### src/rtl/calc_n_engine_pkg.sv
// -----------------------------------------------------------------------------
// calc_n_pkg
// Shared types for the N-port calculator engine: command, response and
// per-port state encodings, plus the captured request record.
// The request record is sized for the widest supported configuration
// (64-bit operands, 8-bit tags); each user slices the low DATA_W / TAG_W bits.
// -----------------------------------------------------------------------------
package calc_n_pkg;

  localparam int CMD_W      = 4;
  localparam int RESP_W     = 2;
  localparam int MAX_DATA_W = 64;
  localparam int MAX_TAG_W  = 8;

  typedef enum logic [CMD_W-1:0] {
    NOP = 4'd0,
    ADD = 4'd1,
    SUB = 4'd2,
    SHL = 4'd5,
    SHR = 4'd6
  } cmd_e;

  typedef enum logic [RESP_W-1:0] {
    NONE = 2'd0,
    OK   = 2'd1,
    ERR  = 2'd2
  } resp_e;

  typedef enum logic [1:0] {
    IDLE = 2'd0,
    OP2  = 2'd1,
    PEND = 2'd2
  } port_state_e;

  // cmd is kept as raw bits so that invalid codes survive until execute,
  // where they are answered with ERR.
  typedef struct packed {
    logic [CMD_W-1:0]      cmd;
    logic [MAX_DATA_W-1:0] op1;
    logic [MAX_DATA_W-1:0] op2;
    logic [MAX_TAG_W-1:0]  tag;
  } req_t;

endpackage

### src/rtl/calc_n_engine_if.sv
// -----------------------------------------------------------------------------
// calc_n_engine_if
// Bundles the per-port request and response buses of calc_n_engine.
// Port p occupies [4p+3:4p] of req_cmd_in, [DATA_W*p +: DATA_W] of the data
// buses, [TAG_W*p +: TAG_W] of the tag buses, [2p+1:2p] of out_resp and bit p
// of busy.
//   master : requester side (drives requests, observes responses)
//   slave  : engine side (observes requests, drives responses and busy)
// -----------------------------------------------------------------------------
interface calc_n_engine_if
  import calc_n_pkg::*;
#(
  parameter int NUM_PORTS = 4,
  parameter int DATA_W    = 32,
  parameter int TAG_W     = 2
) ();

  logic [NUM_PORTS*CMD_W-1:0]  req_cmd_in;
  logic [NUM_PORTS*DATA_W-1:0] req_data_in;
  logic [NUM_PORTS*TAG_W-1:0]  req_tag_in;
  logic [NUM_PORTS*RESP_W-1:0] out_resp;
  logic [NUM_PORTS*DATA_W-1:0] out_data;
  logic [NUM_PORTS*TAG_W-1:0]  out_tag;
  logic [NUM_PORTS-1:0]        busy;

  modport master (
    output req_cmd_in, req_data_in, req_tag_in,
    input  out_resp, out_data, out_tag, busy
  );

  modport slave (
    input  req_cmd_in, req_data_in, req_tag_in,
    output out_resp, out_data, out_tag, busy
  );

endinterface

### src/rtl/calc_n_engine_rr_arb.sv
// -----------------------------------------------------------------------------
// calc_n_rr_arb
// Round-robin arbiter over NUM_PORTS requesters. The search for a requester
// starts at the pointer; after a grant the pointer moves to granted+1
// (wrapping), and it holds when nothing is requested.
// Ports:
//   clk, rst : clock and asynchronous active-high reset (pointer -> 0)
//   req      : per-port request vector
//   gnt      : one-hot grant (combinational from req and pointer)
//   gnt_vld  : a grant is issued this cycle
//   gnt_idx  : index of the granted port
// -----------------------------------------------------------------------------
module calc_n_rr_arb #(
  parameter int NUM_PORTS = 4
) (
  input  logic                         clk,
  input  logic                         rst,
  input  logic [NUM_PORTS-1:0]         req,
  output logic [NUM_PORTS-1:0]         gnt,
  output logic                         gnt_vld,
  output logic [$clog2(NUM_PORTS)-1:0] gnt_idx
);

  localparam int PTR_W = $clog2(NUM_PORTS);

  logic [PTR_W-1:0] ptr;

  always_comb begin
    int j;
    gnt     = '0;
    gnt_vld = 1'b0;
    gnt_idx = '0;
    j       = 0;
    for (int i = 0; i < NUM_PORTS; i++) begin
      j = int'(ptr) + i;
      if (j >= NUM_PORTS) j = j - NUM_PORTS;
      if (!gnt_vld && req[j]) begin
        gnt_vld = 1'b1;
        gnt_idx = PTR_W'(j);
      end
    end
    if (gnt_vld) gnt[gnt_idx] = 1'b1;
  end

  always_ff @(posedge clk or posedge rst) begin
    if (rst) begin
      ptr <= '0;
    end else if (gnt_vld) begin
      ptr <= (int'(gnt_idx) == NUM_PORTS - 1) ? '0 : gnt_idx + PTR_W'(1);
    end
  end

endmodule

### src/rtl/calc_n_engine.sv
// -----------------------------------------------------------------------------
// calc_n_engine
// NUM_PORTS-port calculator. Each port captures a two-cycle request
// (command + operand 1, then operand 2), waits for a round-robin grant, and
// the shared add/sub/shift ALU answers on the originating port with a
// one-cycle response pulse carrying result and echoed tag.
// Ports:
//   c_clk : clock, rising edge
//   reset : asynchronous active-high reset; clears port FSMs, arbiter pointer,
//           in-flight work and all outputs
//   bus   : calc_n_engine_if.slave (request inputs, response outputs, busy)
// Configuration:
//   CALC_OUT_REG_EN : when defined, adds a register stage between the ALU and
//                     the port outputs (one extra cycle of latency, same
//                     throughput). Undefined by default.
// Limits: TAG_W up to 8, DATA_W 8..64 (power of two), NUM_PORTS 2..8.
// -----------------------------------------------------------------------------
module calc_n_engine
  import calc_n_pkg::*;
#(
  parameter int NUM_PORTS = 4,
  parameter int DATA_W    = 32,
  parameter int TAG_W     = 2
) (
  input  logic             c_clk,
  input  logic             reset,
  calc_n_engine_if.slave   bus
);

  localparam int PTR_W = $clog2(NUM_PORTS);
  localparam int SH_W  = $clog2(DATA_W);
  localparam logic [DATA_W-1:0] ZERO = '0;

  // Returns {resp, result}. Operands are unsigned.
  function automatic logic [RESP_W+DATA_W-1:0] alu(
    input logic [CMD_W-1:0]  cmd,
    input logic [DATA_W-1:0] a,
    input logic [DATA_W-1:0] b
  );
    logic [DATA_W:0]   sum;
    logic [SH_W-1:0]   sh;
    sum = {1'b0, a} + {1'b0, b};
    sh  = b[SH_W-1:0];
    case (cmd)
      ADD:     return sum[DATA_W] ? {ERR, ZERO} : {OK, sum[DATA_W-1:0]};
      SUB:     return (b > a) ? {ERR, ZERO} : {OK, a - b};
      SHL:     return {OK, a << sh};
      SHR:     return {OK, a >> sh};
      default: return {ERR, ZERO};
    endcase
  endfunction

  port_state_e          state [NUM_PORTS];
  req_t                 req_q [NUM_PORTS];
  logic [NUM_PORTS-1:0] pend;
  logic [NUM_PORTS-1:0] gnt;
  logic                 gnt_vld;
  logic [PTR_W-1:0]     gnt_idx;

  always_comb begin
    pend = '0;
    for (int p = 0; p < NUM_PORTS; p++) pend[p] = (state[p] == PEND);
  end

  calc_n_rr_arb #(.NUM_PORTS(NUM_PORTS)) u_arb (
    .clk     (c_clk),
    .rst     (reset),
    .req     (pend),
    .gnt     (gnt),
    .gnt_vld (gnt_vld),
    .gnt_idx (gnt_idx)
  );

  // Per-port request FSMs. Commands seen outside IDLE are dropped.
  always_ff @(posedge c_clk or posedge reset) begin
    if (reset) begin
      for (int p = 0; p < NUM_PORTS; p++) state[p] <= IDLE;
    end else begin
      for (int p = 0; p < NUM_PORTS; p++) begin
        case (state[p])
          IDLE:    if (bus.req_cmd_in[CMD_W*p +: CMD_W] != '0) state[p] <= OP2;
          OP2:     state[p] <= PEND;
          PEND:    if (gnt[p]) state[p] <= IDLE;
          default: state[p] <= IDLE;
        endcase
      end
    end
  end

  // Request capture (data path, not reset).
  always_ff @(posedge c_clk) begin
    for (int p = 0; p < NUM_PORTS; p++) begin
      if (state[p] == IDLE && bus.req_cmd_in[CMD_W*p +: CMD_W] != '0) begin
        req_q[p].cmd <= bus.req_cmd_in[CMD_W*p +: CMD_W];
        req_q[p].op1 <= MAX_DATA_W'(bus.req_data_in[DATA_W*p +: DATA_W]);
        req_q[p].tag <= MAX_TAG_W'(bus.req_tag_in[TAG_W*p +: TAG_W]);
      end else if (state[p] == OP2) begin
        req_q[p].op2 <= MAX_DATA_W'(bus.req_data_in[DATA_W*p +: DATA_W]);
      end
    end
  end

  // ---- stage p0: granted request registered ----
  logic             vld_p0;
  req_t             req_p0;
  logic [PTR_W-1:0] port_p0;

  always_ff @(posedge c_clk or posedge reset) begin
    if (reset) vld_p0 <= 1'b0;
    else       vld_p0 <= gnt_vld;
  end

  always_ff @(posedge c_clk) begin
    if (gnt_vld) begin
      req_p0  <= req_q[gnt_idx];
      port_p0 <= gnt_idx;
    end
  end

  logic [RESP_W+DATA_W-1:0] alu_res;
  resp_e                    alu_resp;
  logic [DATA_W-1:0]        alu_data;
  logic                     unused_req_bits;

  assign alu_res  = alu(req_p0.cmd, req_p0.op1[DATA_W-1:0], req_p0.op2[DATA_W-1:0]);
  assign alu_resp = resp_e'(alu_res[RESP_W+DATA_W-1:DATA_W]);
  assign alu_data = alu_res[DATA_W-1:0];
  // Upper bits of the wide request record are never consumed.
  assign unused_req_bits = ^{req_p0.op1, req_p0.op2, req_p0.tag};

  logic              fin_vld;
  resp_e             fin_resp;
  logic [DATA_W-1:0] fin_data;
  logic [TAG_W-1:0]  fin_tag;
  logic [PTR_W-1:0]  fin_port;

`ifdef CALC_OUT_REG_EN
  // ---- stage p1: optional retiming register after the ALU ----
  logic              vld_p1;
  resp_e             resp_p1;
  logic [DATA_W-1:0] data_p1;
  logic [TAG_W-1:0]  tag_p1;
  logic [PTR_W-1:0]  port_p1;

  always_ff @(posedge c_clk or posedge reset) begin
    if (reset) vld_p1 <= 1'b0;
    else       vld_p1 <= vld_p0;
  end

  always_ff @(posedge c_clk) begin
    resp_p1 <= alu_resp;
    data_p1 <= alu_data;
    tag_p1  <= req_p0.tag[TAG_W-1:0];
    port_p1 <= port_p0;
  end

  assign fin_vld  = vld_p1;
  assign fin_resp = resp_p1;
  assign fin_data = data_p1;
  assign fin_tag  = tag_p1;
  assign fin_port = port_p1;
`else
  assign fin_vld  = vld_p0;
  assign fin_resp = alu_resp;
  assign fin_data = alu_data;
  assign fin_tag  = req_p0.tag[TAG_W-1:0];
  assign fin_port = port_p0;
`endif

  // ---- output stage: per-port response registers ----
  // resp pulses for one cycle; data and tag hold until the next response.
  resp_e             resp_q [NUM_PORTS];
  logic [DATA_W-1:0] data_q [NUM_PORTS];
  logic [TAG_W-1:0]  tag_q  [NUM_PORTS];

  always_ff @(posedge c_clk or posedge reset) begin
    if (reset) begin
      for (int p = 0; p < NUM_PORTS; p++) begin
        resp_q[p] <= NONE;
        data_q[p] <= '0;
        tag_q[p]  <= '0;
      end
    end else begin
      for (int p = 0; p < NUM_PORTS; p++) begin
        if (fin_vld && fin_port == PTR_W'(p)) begin
          resp_q[p] <= fin_resp;
          data_q[p] <= fin_data;
          tag_q[p]  <= fin_tag;
        end else begin
          resp_q[p] <= NONE;
        end
      end
    end
  end

  always_comb begin
    bus.out_resp = '0;
    bus.out_data = '0;
    bus.out_tag  = '0;
    bus.busy     = '0;
    for (int p = 0; p < NUM_PORTS; p++) begin
      bus.out_resp[RESP_W*p +: RESP_W] = resp_q[p];
      bus.out_data[DATA_W*p +: DATA_W] = data_q[p];
      bus.out_tag[TAG_W*p +: TAG_W]    = tag_q[p];
      bus.busy[p]                      = (state[p] != IDLE);
    end
  end

endmodule

### src/flat_wrapper.sv
// flat-port wrapper written by rule: the top's interface ports become plain ports
module calc_n_engine_flat import calc_n_pkg::*;
#(
  parameter int NUM_PORTS = 4,
  parameter int DATA_W    = 32,
  parameter int TAG_W     = 2
)
  (c_clk, reset, bus_req_cmd_in, bus_req_data_in, bus_req_tag_in, bus_out_resp, bus_out_data, bus_out_tag, bus_busy);
  calc_n_engine_if #(.NUM_PORTS(NUM_PORTS), .DATA_W(DATA_W), .TAG_W(TAG_W)) bus_i ();
  input  logic c_clk;
  input  logic reset;
  input wire logic [$bits(bus_i.req_cmd_in)-1:0] bus_req_cmd_in;
  input wire logic [$bits(bus_i.req_data_in)-1:0] bus_req_data_in;
  input wire logic [$bits(bus_i.req_tag_in)-1:0] bus_req_tag_in;
  output wire logic [$bits(bus_i.out_resp)-1:0] bus_out_resp;
  output wire logic [$bits(bus_i.out_data)-1:0] bus_out_data;
  output wire logic [$bits(bus_i.out_tag)-1:0] bus_out_tag;
  output wire logic [$bits(bus_i.busy)-1:0] bus_busy;
  assign bus_i.req_cmd_in = bus_req_cmd_in;
  assign bus_i.req_data_in = bus_req_data_in;
  assign bus_i.req_tag_in = bus_req_tag_in;
  assign bus_out_resp = bus_i.out_resp;
  assign bus_out_data = bus_i.out_data;
  assign bus_out_tag = bus_i.out_tag;
  assign bus_busy = bus_i.busy;
  calc_n_engine #(.NUM_PORTS(NUM_PORTS), .DATA_W(DATA_W), .TAG_W(TAG_W)) u_core (.c_clk(c_clk), .reset(reset), .bus(bus_i));
endmodule
### config.mk
export PLATFORM = sky130hd
export DESIGN_NAME = calc_n_engine_flat
export DESIGN_NICKNAME = d
export VERILOG_FILES = /design/src/rtl/calc_n_engine_pkg.sv /design/src/rtl/calc_n_engine_if.sv /design/src/rtl/calc_n_engine_rr_arb.sv /design/src/rtl/calc_n_engine.sv /design/src/flat_wrapper.sv
export SDC_FILE = /design/constraint.sdc
export NUM_CORES = 1
export LEC_CHECK = 0
export ABC_AREA = 1
export CORE_MARGIN = 2
export CORE_UTILIZATION = 62
export DETAILED_ROUTE_END_ITERATION = 7
export PLACE_DENSITY = 0.86
export SLEW_MARGIN = 20
export SYNTH_ARGS = -nofsm -noshare
export SYNTH_HDL_FRONTEND = slang
export SYNTH_SLANG_ARGS = --single-unit
export TNS_END_PERCENT = 20
### constraint.sdc
create_clock -name c_clk -period 9.5 [get_ports c_clk]
set_input_delay 1.425 -clock c_clk [delete_from_list [all_inputs] [get_ports c_clk]]
set_output_delay 1.425 -clock c_clk [all_outputs]
set_load 0.005 [all_outputs]
==> impl_metrics.yaml, run 1 <==
logic_synthesis:
  synth_area_leader_cell: "edfxtp_1"
  yosysSeqAreaShare_pct: 50.2
  synth.ff_latch_count: 507
  ys_types: 43
  syn_inst: 3643
  syn_nets: 3869
  synth_edf_count: 352
  yosys-top-cells-area: "edfxtp_1 (37%), nand2_1 (18%), dfrtp_1 (13%)"
  yosysWarnings: 0
  netlist.area_leader.share_pct: 36.7
  synth_area_sq_um: 28800
  async_flop_share_pct: 30.6
  synthFlopType: "edfxtp_1"
  synth.avg_cell_area_sq_um: 7.90
placement:
  gp_congestion: 1.10
  portBuffers: 301
  dp_hpwl_mm: 68.5
  dp.cells: 4407
critical_path:
  arrival_ns: 4.84
  worstPathRequired_ns: 9.86
  critPathMostFrequentCell: "nand2_1"
  endpoint_kind: "flip-flop"
  path_delay_family: "simple AND/OR/NAND/NOR gates"
  slowest_stage: "nand2_4"
  max_stage_delay_ns: 0.90
  worstSetupPathType: "flip-flop to flip-flop"
  worstSetupStartpointType: "flip-flop"
  crit_buf_inv: 2
  crit_fanout: 74
  crit_chain: "inv_2 -> o21ai_1 -> nand2_1 -> nand2_1 -> nor2_1 -> nand2_1 -> nand3_4 -> nand2_4 -> buf_4 -> nand2_1 -> nand3_1 -> nand2_1"
routing:
  first_pass_iters: 8
  drtIter0Drc: 4085
  wl_mm: 97.2
  antenna_left: 0
  drc_errors: 0
  vias: 26500
  routed_via_density: 5.88
  wire_per_inst_um: 21.6
flow_run:
  drv_cap: 0
timing:
  max-slew-margin-rel_pct: 24.0
  fin_skew_ns: 0.0204
  report.final.slew_viol_count: 0
  rsz0062_at_grt: "false"
  setup_viol_count_final: 0
  fmax_ghz: 0.223
  whs_ns: 0.481
  period_minus_slack_ns: 4.48
  worst_slew_pin_slew_ns: 1.14
  finalHoldViolations: 0
  fin_tns_setup_ns: 0
  finalCritPeriodShare_pct: 47.1
die:
  start_util_pct: 63.2
  dieArea_sq_um: 48200
  dieHeight_um: 219
  row_count: 78
  die_w_um: 219
  core_area_sq_um: 45600
  pin_count: 302
finish:
  syn_to_final_growth_pct: 17.4
  final_cell_mix: "nand2_1 (1352), nand3_1 (458), inv_1 (437), edfxtp_1 (352), clkdlybuf4s50_1 (301)"
  final_util_pct: 74.1
  diodes: 0
  drive_gt1_share_pct: 3.85
  layoutNonFillerInstCount: 4497
  nets: 4085
  layout_commonest_cell: "nand2_1"
clock_network:
  clk_latency_ns: 0.61
  cts.sinks: 507
  post_cts_buffers: 0
  htreeDepth: 2
  hold_buffers: 0
  path_clk_slew_ns: 0.07
  clk_path_buf_depth: 3
  cts_repair_resize_count: 0
  cts_inserted_buffers: 50
  root_buffer: "clkbuf_16"
  cts_tree: "done"
grt:
  grt_overflow_total: 0
  grt_pass1_wl_mm: 148
  grt_pass1_vias: 25600
  antenna_found_initial: 1
  grt_max_degree: 106
  grt.total_usage_pct: 40.8
outcome:
  status: "finished clean"
min_path:
  hp-class: "flip-flop to flip-flop"
cells in the mapped netlist (2+ instances only):
master	n
a21boi_0	5
a21o_1	2
a21oi_1	75
and2_1	15
and3_1	4
buf_1	20
buf_2	57
buf_4	4
buf_6	8
clkbuf_1	81
clkbuf_2	2
dfrtp_1	155
edfxtp_1	352
fa_1	2
ha_1	70
inv_1	439
inv_2	6
mux2i_1	2
nand2_1	1352
nand2_2	3
nand3_1	459
nand3b_1	144
nand4_1	26
nor2_1	234
nor3_1	14
nor4_1	7
o211ai_1	13
o21a_1	3
o21ai_0	38
o21ai_1	3
o21bai_1	11
or2_2	8
xor2_1	19
path summary, 6_finish.rpt:
path	from	endpoint	slack [ns]	cells after the start
setup reg to reg	u_core.u_arb.ptr[0]	u_core.req_p0[35]	5.02	12
hold / removal	u_core.bus.out_data[125]	u_core.bus.out_data[125]	0.48	2
hold reg to reg	u_core.bus.out_data[125]	u_core.bus.out_data[125]	0.48	2
setup / recovery	u_core.u_arb.ptr[0]	u_core.req_p0[35]	5.02	12
min in group asynchronous	reset	u_core.bus.out_data[108]	1.32	2
max in group asynchronous	reset	u_core.bus.out_data[55]	6.73	3
state kept, by name, indices dropped and copies added, names as in the netlist, 2 cells and up:
name and count:
u_core.req_q 280, u_core.bus.out_data 128, u_core.req_p0 68, u_core.bus.out_resp 8, u_core.bus.out_tag 8, u_core.state 8
u_core.fin_port 2, u_core.fin_tag 2, u_core.u_arb.ptr 2
worst reg2reg max path: cells and delay by family (launching register included):
family,cells,cell delay (ns)
DFF,1,0.59
buffers and inverters,2,0.92
and+or+nand+nor,9,2.43
AOI/OAI and AO/OA,1,0.26
through the flow:
step	cell area, sq um	worst slack (ns)
2_1_floorplan	28800	3.90
3_3_place_gp	32100	5.48
3_5_place_dp	32200	5.25
4_1_cts	33800	5.13
5_1_grt	33800	4.77
6_report	33800	5.02
per-layer routing:
metal / vias up / track usage (%) / wire (um)
met5: - / 0 / 43
met4: 2 / 24.4 / 6550
met3: 348 / 7.78 / 11100
met2: 1788 / 63.9 / 44100
met1: 12200 / 53.0 / 35300
li1: 12100 / - / -
cells by family (layout without fill, tap and decap cells):
| kind of cell | after synthesis | count (layout) | synth area share [%] |
|---|---|---|---|
| compound gates | 153 | 153 | 3.06 |
| xor+xnor | 20 | 20 | 0.674 |
| fa+ha+maj | 72 | 72 | 3.18 |
| buf+inv | 617 | 871 | 8.56 |
| flops | 507 | 507 | 50.2 |
| mux | 2 | 2 | 0.0696 |
| simple gates | 2272 | 2272 | 34.2 |
layout make-up:
type	count	area, sq um
flip-flops and latches	507	14400
multi-input cells	2519	12000
fillers	3312	11800
repair buffers	336	3300
inverters	445	1680
clock buffers	66	1360
well taps	600	751
clock inverters	24	250
Power of run 1 is left out: the tool's default activity adds up to more than one toggle a clock period on the data nets, which glitch-free logic cannot reach.
==> inputs of run 2 (changes only) <==
--- a/config.mk
+++ b/config.mk
@@ -7,9 +7,9 @@
 export LEC_CHECK = 0
 export ABC_AREA = 1
 export CORE_MARGIN = 2
-export CORE_UTILIZATION = 62
+export CORE_UTILIZATION = 58
 export DETAILED_ROUTE_END_ITERATION = 7
-export PLACE_DENSITY = 0.86
+export PLACE_DENSITY = 0.81
 export SLEW_MARGIN = 20
 export SYNTH_ARGS = -nofsm -noshare
 export SYNTH_HDL_FRONTEND = slang
==> constraint.sdc (replaced) <==
create_clock -name c_clk -period 4.12 [get_ports c_clk]
set_input_delay 0.618 -clock c_clk [delete_from_list [all_inputs] [get_ports c_clk]]
set_output_delay 0.618 -clock c_clk [all_outputs]
set_load 0.005 [all_outputs]
==> run 2 against run 1 <==
Effect of this change:
- clock skew is 0.023 ns higher
- final area rose by 0.94%
- utilization fell by 4.5 points
- via count shrank 2.5%
- die area rose by 6.8%
==> impl_metrics.yaml, run 2 (synthesis gave the netlist of run 1 again) <==
clock_network:
  cts.sinks: 507
  path_clk_slew_ns: 0.06
  cts_repair_resize_count: 0
  root_buffer: "clkbuf_16"
  hold_buffers: 0
  clk_latency_ns: 0.64
  cts_tree: "done"
  clk_path_buf_depth: 3
  htreeDepth: 2
  cts_inserted_buffers: 50
  post_cts_buffers: 0
critical_path:
  crit_chain: "ha_1 -> nand2_1 -> nor2_1 -> nand3_1 -> nand2_1 -> nand2_1 -> nand2_1 -> nand2_1 -> a21oi_4 -> nand3_1 -> nand3_1 -> nand2_1 -> nand2_1"
  r2r-end: "u_core.bus.out_data[91]"
  cp-startpoint: "u_core.req_p0[79]"
  path_delay_family: "simple AND/OR/NAND/NOR gates"
  worstSetupPathType: "flip-flop to flip-flop"
  crit_buf_inv: 0
  slowest_stage: "edfxtp_1"
  crit_fanout: 18
  r2r-start: "u_core.req_p0[79]"
  critPathMostFrequentCell: "nand2_1"
  r2r_slack_ns: 0.52
  worstPathRequired_ns: 4.67
  arrival_ns: 4.15
  max_stage_delay_ns: 0.62
  endpoint_kind: "flip-flop"
  rr_worst_depth: 13
  worstSetupStartpointType: "flip-flop"
finish:
  layout_commonest_cell: "nand2_1"
  regArea_sq_um: 14400
  syn_to_final_growth_pct: 18.5
  num-fill-cells: 3936
  largest_register: "u_core.req_q"
  final_cell_mix: "nand2_1 (1352), nand3_1 (458), inv_1 (437), edfxtp_1 (352), clkdlybuf4s50_1 (301)"
  nets: 4100
  largest_register_ffs: 280
  multi_input_area_sq_um: 12000
  drive_gt1_share_pct: 4.24
die:
  die_w_um: 227
  start_util_pct: 58.8
  dieArea_sq_um: 51400
  core_area_sq_um: 49000
  row_count: 81
  dieHeight_um: 227
  pin_count: 302
routing:
  antenna_left: 0
  wire_per_inst_um: 20.9
  drc_errors: 0
  wl_mm: 95.7
  drtIter0Drc: 3365
  routed_via_density: 5.63
  vias: 25800
  first_pass_iters: 6
timing:
  fin_skew_ns: 0.0435
  max-slew-margin-rel_pct: 23.8
  finalHoldViolations: 0
  fin_tns_setup_ns: 0
  finalCritPeriodShare_pct: 87.5
  report.final.slew_viol_count: 0
  setup_viol_count_final: 0
  worst_slew_pin_slew_ns: 1.14
  rsz0062_at_grt: "false"
  fmax_ghz: 0.277
  period_minus_slack_ns: 3.60
grt:
  grt.total_usage_pct: 37.4
  grt_pass1_vias: 24500
  grt_overflow_total: 0
  grt_max_degree: 141
  antenna_found_initial: 1
  grt_pass1_wl_mm: 143
placement:
  gp_congestion: 1.06
  portBuffers: 301
  dp_hpwl_mm: 69.5
outcome:
  status: "finished clean"
flow_run:
  drv_cap: 0
min_path:
  hp-class: "input pin to asynchronous set/reset pin"
[run 2: worst max-delay path by stage]
| stage | endpoint | slack (ns) | cells after the start |
|---|---|---|---|
| after floorplan | u_core.fin_port[0] | 0.22 | 7 |
| after global placement | u_core.bus.out_data[59] | 0.68 | 13 |
| after detailed placement | u_core.bus.out_data[91] | 0.69 | 13 |
| after CTS | u_core.bus.out_data[91] | 0.61 | 13 |
| after global routing | u_core.bus.out_data[91] | 0.34 | 13 |
| final | u_core.bus.out_data[91] | 0.52 | 13 |
[run 2: layer usage]
layer / part of all wire, % / track usage (%) / vias to the layer above / routed length (um)
met1: 39 / 50.1 / 12000 / 37100
met3: 10 / 6.28 / 239 / 9940
li1: - / - / 12200 / -
met2: 45 / 58.2 / 1402 / 42900
met4: 5.9 / 20.4 / 0 / 5680
met5: 0 / 0 / - / 0
[run 2: worst reg2reg max path, stage by stage, from the launching register on]
cell and delay [ns]:
edfxtp_1 0.62, ha_1 0.55, nand2_1 0.16, nor2_1 0.19
nand3_1 0.12, nand2_1 0.13, nand2_1 0.08, nand2_1 0.12
nand2_1 0.12, a21oi_4 0.61, nand3_1 0.37, nand3_1 0.29
nand2_1 0.09, nand2_1 0.07
[run 2: metrics by stage]
stage               cell area (sq um)  cells  utilization, %  worst slack [ns]  hold WS, ns
floorplan                       28800   3643               -             0.217        0.447
global placement                32400   4486            66.2             0.677        0.461
detailed placement              32400   4486            66.2             0.695        0.465
CTS                             34100   4580            69.7             0.613        0.418
global route                    34100   4580            69.7             0.336        0.457
finish                          34100   4583            69.7             0.516        0.416
[run 2: layout make-up]
type | count | area share (%)
Antenna cell | 3 | 0.0220
Clock inverter | 22 | 0.638
Tap cell | 664 | 2.44
Multi-Input combinational cell | 2519 | 35.2
Inverter | 445 | 4.91
Timing Repair Buffer | 351 | 10.2
Clock buffer | 72 | 4.27
Sequential cell | 507 | 42.4
Power of run 2 is left out for the same reason.
